[src/rtl/ntt_pkg.sv]
// rtl/ntt_pkg.sv - shared NTT constants, mode encoding and modular add/sub helpers
package ntt_pkg;

    localparam int W = 23;
    localparam int Q = 8380417;

    localparam logic MODE_CT = 1'b0;
    localparam logic MODE_GS = 1'b1;

    function automatic logic [W-1:0] mod_add(input logic [W-1:0] a, input logic [W-1:0] b);
        logic [W:0] s;
        s = {1'b0, a} + {1'b0, b};
        if (s >= (W+1)'(Q)) begin
            s = s - (W+1)'(Q);
        end
        return s[W-1:0];
    endfunction

    function automatic logic [W-1:0] mod_sub(input logic [W-1:0] a, input logic [W-1:0] b);
        logic [W:0] d;
        if (a < b) begin
            d = {1'b0, a} + (W+1)'(Q) - {1'b0, b};
        end else begin
            d = {1'b0, a} - {1'b0, b};
        end
        return d[W-1:0];
    endfunction

endpackage

[src/rtl/mod_mul_pipe.sv]
// rtl/mod_mul_pipe.sv - pipelined modular multiplier, z = a*b mod Q after MUL_STAGES enabled cycles
module mod_mul_pipe #(
    parameter int W          = 23,
    parameter int Q          = 8380417,
    parameter int MUL_STAGES = 2
) (
    input  logic         clk,
    input  logic         rst_n,
    input  logic         en,
    input  logic [W-1:0] a,
    input  logic [W-1:0] b,
    output logic [W-1:0] z
);

    // Barrett constants sized to the bit length of Q so the quotient estimate is off by at most 2
    localparam int             K  = $clog2(Q);
    localparam logic [2*K:0]   R2 = {1'b1, {(2*K){1'b0}}};
    localparam logic [K:0]     MU = (K+1)'(R2 / (2*K+1)'(Q));

    logic [2*W-1:0] prod_q;
    logic [K:0]     t;
    logic [2*K+1:0] tm;
    logic [K:0]     qh;
    logic [2*K+1:0] qq;
    logic [K+1:0]   r;
    logic [W-1:0]   red;

    always_ff @(posedge clk or negedge rst_n) begin
        if (!rst_n) begin
            prod_q <= '0;
        end else if (en) begin
            prod_q <= {{W{1'b0}}, a} * {{W{1'b0}}, b};
        end
    end

    always_comb begin
        t  = (K+1)'(prod_q >> (K-1));
        tm = (2*K+2)'(t) * (2*K+2)'(MU);
        qh = tm[2*K+1:K+1];
        qq = (2*K+2)'(qh) * (2*K+2)'(Q);
        r  = prod_q[K+1:0] - qq[K+1:0];
        if (r >= (K+2)'(Q)) begin
            r = r - (K+2)'(Q);
        end
        if (r >= (K+2)'(Q)) begin
            r = r - (K+2)'(Q);
        end
        red = W'(r);
    end

    generate
        if (MUL_STAGES == 1) begin : g_one
            assign z = red;
        end else begin : g_multi
            logic [W-1:0] dly_q [MUL_STAGES-1];
            always_ff @(posedge clk or negedge rst_n) begin
                if (!rst_n) begin
                    for (int i = 0; i < MUL_STAGES-1; i++) begin
                        dly_q[i] <= '0;
                    end
                end else if (en) begin
                    dly_q[0] <= red;
                    for (int i = 1; i < MUL_STAGES-1; i++) begin
                        dly_q[i] <= dly_q[i-1];
                    end
                end
            end
            assign z = dly_q[MUL_STAGES-2];
        end
    endgenerate

endmodule

[src/rtl/bu_pipe.sv]
// rtl/bu_pipe.sv - pipelined CT/GS radix-2 butterfly with valid/ready and sideband tag
module bu_pipe #(
    parameter int W          = ntt_pkg::W,
    parameter int Q          = ntt_pkg::Q,
    parameter int MUL_STAGES = 2,
    parameter int TAG_W      = 8
) (
    input  logic             clk,
    input  logic             rst_n,
    input  logic             in_valid,
    output logic             in_ready,
    input  logic             in_mode,
    input  logic [W-1:0]     in_x,
    input  logic [W-1:0]     in_y,
    input  logic [W-1:0]     in_tf,
    input  logic [TAG_W-1:0] in_tag,
    output logic             out_valid,
    input  logic             out_ready,
    output logic [W-1:0]     out_a,
    output logic [W-1:0]     out_b,
    output logic [TAG_W-1:0] out_tag
);

    import ntt_pkg::*;

    localparam int LAST = MUL_STAGES - 1;

    logic             advance;
    logic             s1_vld_q, s1_mode_q;
    logic [TAG_W-1:0] s1_tag_q;
    logic [W-1:0]     s1_u_q, s1_v_q, s1_tf_q, s1_u_d, s1_v_d;
    logic             m_vld_q  [MUL_STAGES];
    logic             m_mode_q [MUL_STAGES];
    logic [TAG_W-1:0] m_tag_q  [MUL_STAGES];
    logic [W-1:0]     m_u_q    [MUL_STAGES];
    logic [W-1:0]     prod;
    logic             s2_vld_q;
    logic [TAG_W-1:0] s2_tag_q;
    logic [W-1:0]     s2_a_q, s2_b_q, s2_a_d, s2_b_d;

    assign advance  = !s2_vld_q || out_ready;
    assign in_ready = advance;

    // u carries X (CT) or the sum (GS) past the multiplier; v is the multiplicand
    always_comb begin
        s1_u_d = in_x;
        s1_v_d = in_y;
        if (in_mode == MODE_GS) begin
            s1_u_d = mod_add(in_x, in_y);
            s1_v_d = mod_sub(in_x, in_y);
        end
    end

    always_ff @(posedge clk or negedge rst_n) begin
        if (!rst_n) begin
            s1_vld_q  <= 1'b0;
            s1_mode_q <= MODE_CT;
            s1_tag_q  <= '0;
            s1_u_q    <= '0;
            s1_v_q    <= '0;
            s1_tf_q   <= '0;
        end else if (advance) begin
            s1_vld_q  <= in_valid;
            s1_mode_q <= in_mode;
            s1_tag_q  <= in_tag;
            s1_u_q    <= s1_u_d;
            s1_v_q    <= s1_v_d;
            s1_tf_q   <= in_tf;
        end
    end

    mod_mul_pipe #(.W(W), .Q(Q), .MUL_STAGES(MUL_STAGES)) u_mul (
        .clk   (clk),
        .rst_n (rst_n),
        .en    (advance),
        .a     (s1_v_q),
        .b     (s1_tf_q),
        .z     (prod)
    );

    always_ff @(posedge clk or negedge rst_n) begin
        if (!rst_n) begin
            for (int i = 0; i < MUL_STAGES; i++) begin
                m_vld_q[i]  <= 1'b0;
                m_mode_q[i] <= MODE_CT;
                m_tag_q[i]  <= '0;
                m_u_q[i]    <= '0;
            end
        end else if (advance) begin
            m_vld_q[0]  <= s1_vld_q;
            m_mode_q[0] <= s1_mode_q;
            m_tag_q[0]  <= s1_tag_q;
            m_u_q[0]    <= s1_u_q;
            for (int i = 1; i < MUL_STAGES; i++) begin
                m_vld_q[i]  <= m_vld_q[i-1];
                m_mode_q[i] <= m_mode_q[i-1];
                m_tag_q[i]  <= m_tag_q[i-1];
                m_u_q[i]    <= m_u_q[i-1];
            end
        end
    end

    always_comb begin
        s2_a_d = m_u_q[LAST];
        s2_b_d = prod;
        if (m_mode_q[LAST] == MODE_CT) begin
            s2_a_d = mod_add(m_u_q[LAST], prod);
            s2_b_d = mod_sub(m_u_q[LAST], prod);
        end
    end

    always_ff @(posedge clk or negedge rst_n) begin
        if (!rst_n) begin
            s2_vld_q <= 1'b0;
            s2_tag_q <= '0;
            s2_a_q   <= '0;
            s2_b_q   <= '0;
        end else if (advance) begin
            s2_vld_q <= m_vld_q[LAST];
            s2_tag_q <= m_tag_q[LAST];
            s2_a_q   <= s2_a_d;
            s2_b_q   <= s2_b_d;
        end
    end

    assign out_valid = s2_vld_q;
    assign out_a     = s2_a_q;
    assign out_b     = s2_b_q;
    assign out_tag   = s2_tag_q;

endmodule

[config.mk]
export PLATFORM = sky130hd
export DESIGN_NAME = bu_pipe
export DESIGN_NICKNAME = d
export VERILOG_FILES = /design/src/rtl/ntt_pkg.sv /design/src/rtl/mod_mul_pipe.sv /design/src/rtl/bu_pipe.sv
export SDC_FILE = /design/constraint.sdc
export NUM_CORES = 2
export LEC_CHECK = 0
export CAP_MARGIN = 20
export CORE_MARGIN = 1
export CORE_UTILIZATION = 55
export DETAILED_ROUTE_END_ITERATION = 10
export PLACE_DENSITY_LB_ADDON = 0.25
export SYNTH_ARGS = -nofsm -noshare
export SYNTH_HDL_FRONTEND = slang
export SYNTH_HIERARCHICAL = 1
export SYNTH_SLANG_ARGS = --single-unit
[constraint.sdc]
create_clock -name clk -period 14.2 [get_ports clk]
set_clock_uncertainty 0.05 [all_clocks]
set_input_delay 2.84 -clock clk [delete_from_list [all_inputs] [get_ports clk]]
set_output_delay 2.84 -clock clk [all_outputs]
set_load 0.005 [all_outputs]
[After elaboration in Yosys (flattened, before gate mapping)]
Index checks and enable logic that the tools add are counted.
Storage, ports and cells
  register bits after elaboration: 269
  bits of input ports: 82
  output and inout bits: 56
  word-level logic and storage cells: 54
Cells by class
  add/subtract/negate cells: 13
  $mul: 3
  order comparisons: 6
  mux-type cells: 10
  reduce and logical (&&, ||, !) cells: 2
Operator list (count)
  $mux W23: 9
  $sub A23 B23 Y23: 4
  $sub A23 B23 Y23 const B: 3
  $ge A25 B23 Y1 const B: 2
  $add A23 B23 Y24: 2
  $ge A24 B23 Y1 const B: 2
  $mul A24 B24 Y48 const B: 1
  $add A23 B23 Y23 const B: 2
  $lt A23 B23 Y1: 2
  $mul A23 B23 Y46: 1
  $mul A24 B23 Y25 const B: 1
  $mux W25: 1
  $sub A25 B23 Y25 const B: 1
  $sub A25 B25 Y25: 1
  $logic_not A1 Y1: 1
  $logic_or A1 B1 Y1: 1

[Depth between registers and ports, before layout]
  depth in word-level cells: 7
  mapped depth: 54

[By module]
Netlist, hierarchy kept.
Modules (own cells, without submodules)
  mod_mul_pipe: instances 1, cells an instance 3223, area each 28676.3 sq um
  bu_pipe: instances 1, cells an instance 2190, area each 17189.0 sq um

[Least setup slack after synthesis]
Ideal clock, no wire load.
  path kind: flip-flop to flip-flop
  from: reg u_mul.prod_q[40]
  to: reg u_mul.g_multi.dly_q (netlist bit u_mul/z[19])
  setup time: 125 ps
  arrival time: 11745 ps
  setup slack: 2280 ps
  cell stages (with the launch flop): 46
  path buffers: 1
  period minus slack after synthesis: 11920 ps
  cells stage by stage: dfrtp_1 > inv_1 > fa_1 > inv_1 > ha_1 > fa_1 > ha_1 > ha_1 > a211oi_2 > nand2_1 > nor2_1 > o211a_1 > nor2_1 > or2_2 > a21oi_1 > inv_1 > a21oi_1 > xnor2_1 > (+10 left out) > fa_1 > xnor2_1 > xnor2_1 > xnor2_1 > xnor2_1 > xnor3_1 > xnor2_1 > xnor2_1 > clkbuf_1 > a21oi_1 > xnor2_1 > nand3_1 > nor3_1 > o21a_1 > nor3b_1 > nand3_1 > xnor2_1 > mux2_2
On the way
  word-level cells in the longest chain between the ends: 7
  elaborated cells between the ends (all ways): 9
  those cells by class: add/sub: 3; mul: 2; order compare: 2; mux: 2
RTL lines
  start, declared: line mod_mul_pipe.sv:20  | logic [2*W-1:0] prod_q;
  start signal, assigned: line mod_mul_pipe.sv:32  | prod_q <= {{W{1'b0}}, a} * {{W{1'b0}}, b};
  $mul A24 B24 Y48 *: line mod_mul_pipe.sv:38  | tm = (2*K+2)'(t) * (2*K+2)'(MU);
  $mul A24 B23 Y25 *: line mod_mul_pipe.sv:40  | qq = (2*K+2)'(qh) * (2*K+2)'(Q);
  $sub A25 B25 Y25 *: line mod_mul_pipe.sv:41  | r = prod_q[K+1:0] - qq[K+1:0];
  $sub A25 B23 Y25 or $ge A25 B23 Y1 (tied branches): line mod_mul_pipe.sv:43, mod_mul_pipe.sv:42
  $mux W25 *: line mod_mul_pipe.sv:42  | if (r >= (K+2)'(Q)) begin
  $sub A23 B23 Y23 or $ge A25 B23 Y1 (tied branches): line mod_mul_pipe.sv:46, mod_mul_pipe.sv:45
  $mux W23 *: line mod_mul_pipe.sv:45  | if (r >= (K+2)'(Q)) begin
  end signal, assigned by index: line mod_mul_pipe.sv:64  | dly_q[i] <= dly_q[i-1];
  end, declared: line mod_mul_pipe.sv:55  | logic [W-1:0] dly_q [MUL_STAGES-1];
Every way passes the cells marked *; elsewhere a longest branch is shown, timed or not.
A chain may end at the register's enable or synchronous reset.

[Worst setup path in the final report]
  from: reg u_mul.prod_q[43]
  to: reg u_mul.g_multi.dly_q (netlist bit u_mul/z[12])
The elaborated chain is that of the path after synthesis.

==> metrics <==
Seq cells post-synth 269; largest family of logic cells by synthesized area adder cells; Layout area overhead 7.368%; antenna violations before repair 6; slowest stage delay, CP 0.73 ns; Core Region 82240 µm²; vias per cell 5.732; Post-Route Utilization 59.88%; Max clock buf depth 3; first-pass GRT wire length 202600 µm; layout cells sized above 1 4.007%; die width 290.8 µm; # resized after CTS 0; detailed-route wire length per cell 19.39 µm; crit path max fanout 17; DRT antenna net count 0; CTS Root Cell clkbuf_16; pre-CTS WS 1.040 ns; cell count after synthesis 5413; Final Routed Wirelength 126200 µm; most repeated cell in the gate-level netlist after synthesis inv_1; Synth top area share 24.40%; CP max stage cell xnor2_1; CTS Buf Count 31; Worst Setup Start Kind flop; HP Class reg2reg; Crit Path Class reg2reg; # setup viols final 0; Post-CTS Hold Buffers 0; # fillers 7407; sequential standard cell area 6731 µm²; Max Cap Viol 0; Final GP Congestion 0.9533; area of the multi-input gates 34930 µm²; Post-Layout Cell Count 6511; CTS sink cnt 269; hold path depth 2; FFs w/ async S/R, synth 100.0%; WP data required 14.67 ns; drc violations 0; Post-synth EDFFs 0; Ys Warns 6; period utilization 93.41%; row count 105; top cell type by total area after synthesis fa_1; PortBufs 137; Final Hold Fails 0; Final Slew Violations 0; initial DRC count 2418; Starting Density 55.77%; compound-gate portion of the synthesized area 12.60%; Remaining Overflow, GRT 0; setup ws final 0.9351 ns; Post-Syn Nets 6634; Cell Area, Synth 45870 µm²; die footprint 84550 µm²; critical path depth 46; Highest Clock Rate 75.39 MHz; RSZ-0062 raised after global routing no; postcts setup bufs 0; Post-Place Cells 6453; Global Route Usage Sum 29.92%; post-synthesis adder-cell area fraction 40.22%; Worst-Margin Slew 1.154 ns; worst endpoint data arrival time 13.74 ns; vias in the first global route 37400; status complete, no violations; Post-synth top cells 879 x inv_1, 854 x nand2_1, 580 x ha_1; largest net degree at the start of global routing 169; Ports 138; top post-synthesis cells by area fa_1 24%, ha_1 16%, dfrtp_1 15%, inv_1 7.2%, nand2_1 7.0%; Clock transition at path regs 0.07 ns; die extent in y 290.8 µm; depth of the most critical reg-to-reg path 46; number of diodes 0; slew margin rel. 23.09%; mux cell area share after synthesis 0.9139%; XOR/XNOR Fraction of Synth Area 5.186%; setup_tns 0 ns; CP delay by family, top adder cells; Cell variety after synth 104; simple-gate share of the synthesized area 17.18%; Avg Inst Size Synth 8.473 µm²; CTS tree done; DRT Pass-1 Iters 7; dominant synthesized flop cell dfrtp_1; Crit. End Element flop; Total Nets Final 6637; Final Critical Period 13.26 ns; HPWL Detailed 97360 µm; CP bufs+invs 9; htree depth 1; vias 37320; Clk Latency, worst-skew pair 0.63 ns; sequential share of the synthesized area 14.68%
## sequential cells by signal, summed over array words and instances (netlist names), 2 cells and up
| signal | count |
|---|---|
| m_u_q | 46 |
| u_mul/prod_q | 46 |
| out_a | 23 |
| out_b | 23 |
| s1_tf_q | 23 |
| s1_u_q | 23 |
| s1_v_q | 23 |
| u_mul/z | 23 |
| m_tag_q | 16 |
| out_tag | 8 |
| s1_tag_q | 8 |
| m_mode_q | 2 |
| m_vld_q | 2 |
## per-layer routing
| metal | vias up | routed length, µm | global-route usage, % |
|---|---|---|---|
| met3 | 270 | 7390 | 3.449 |
| met2 | 1190 | 59320 | 49.19 |
| li1 | 17510 | - | - |
| met4 | 10 | 5181 | 11.43 |
| met1 | 18340 | 54270 | 40.52 |
| met5 | - | 62 | 0 |
## stage by stage
step / hold WS [ns] / instance area (µm²)
2_1_floorplan: 0.3800 / 45870
4_1_cts: 0.3992 / 49240
3_3_place_gp: 0.3994 / 48180
5_1_grt: 0.4244 / 49240
3_5_place_dp: 0.4049 / 48180
6_report: 0.4081 / 49240
## logic make-up (layout without fill, tap and decap cells)
kind of cell,after synthesis,count (layout)
and+or+nand+nor,1676,1676
xor gates and xnor gates,270,270
adders and majority gates,1139,1139
DFF,269,269
muxes,39,39
AOI/OAI and AO/OA,905,905
buffers and inverters,1115,1143
## cells in the final DEF, fill, tap and decap left out, types with 15 or more instances in the layout
| cell type | count |
|---|---|
| a211oi_1 | 30 |
| a21o_1 | 63 |
| a21oi_1 | 277 |
| a31oi_1 | 33 |
| and2_1 | 164 |
| and3_1 | 33 |
| buf_4 | 57 |
| clkbuf_16 | 31 |
| clkdlybuf4s50_1 | 135 |
| dfrtp_1 | 269 |
| fa_1 | 559 |
| ha_1 | 580 |
| inv_1 | 879 |
| mux2_2 | 23 |
| mux2i_1 | 16 |
| nand2_1 | 854 |
| nand2b_1 | 41 |
| nand3_1 | 86 |
| nand4_1 | 23 |
| nor2_1 | 198 |
| nor2b_1 | 36 |
| nor3_1 | 97 |
| nor4_1 | 16 |
| o211ai_1 | 45 |
| o21a_1 | 27 |
| o21ai_0 | 212 |
| o21ai_1 | 15 |
| o21bai_1 | 23 |
| o31ai_1 | 28 |
| or2_2 | 17 |
| or3_1 | 31 |
| xnor2_1 | 205 |
| xor2_1 | 64 |
## layout make-up
class / count / area share [%]
Inverter: 889 / 6.792
Tap cell: 1070 / 2.719
Multi-Input combinational cell: 4029 / 70.93
Timing Repair Buffer: 196 / 3.735
Clock inverter: 18 / 0.4269
Clock buffer: 40 / 1.725
Sequential cell: 269 / 13.67
## final timing paths
| kind | from | endpoint | slack, ns |
|---|---|---|---|
| max in group asynchronous | rst_n | out_valid | 10.45 |
| hold / removal | m_tag_q[10] | m_tag_q[2] | 0.41 |
| min in group asynchronous | rst_n | s1_v_q[19] | 2.19 |
| hold reg to reg | m_tag_q[10] | m_tag_q[2] | 0.41 |
| setup reg to reg | u_mul/prod_q[43] | u_mul/z[12] | 0.94 |
| setup / recovery | u_mul/prod_q[43] | u_mul/z[12] | 0.94 |
## worst min-delay path, delay by kind of cell (launching register included)
kind	cells	cell delay (ns)
simple gates	2	0.10
flops	1	0.34
Power is not shown: default switching activity piles up to over one toggle a cycle in this logic, so the estimate is an artifact.
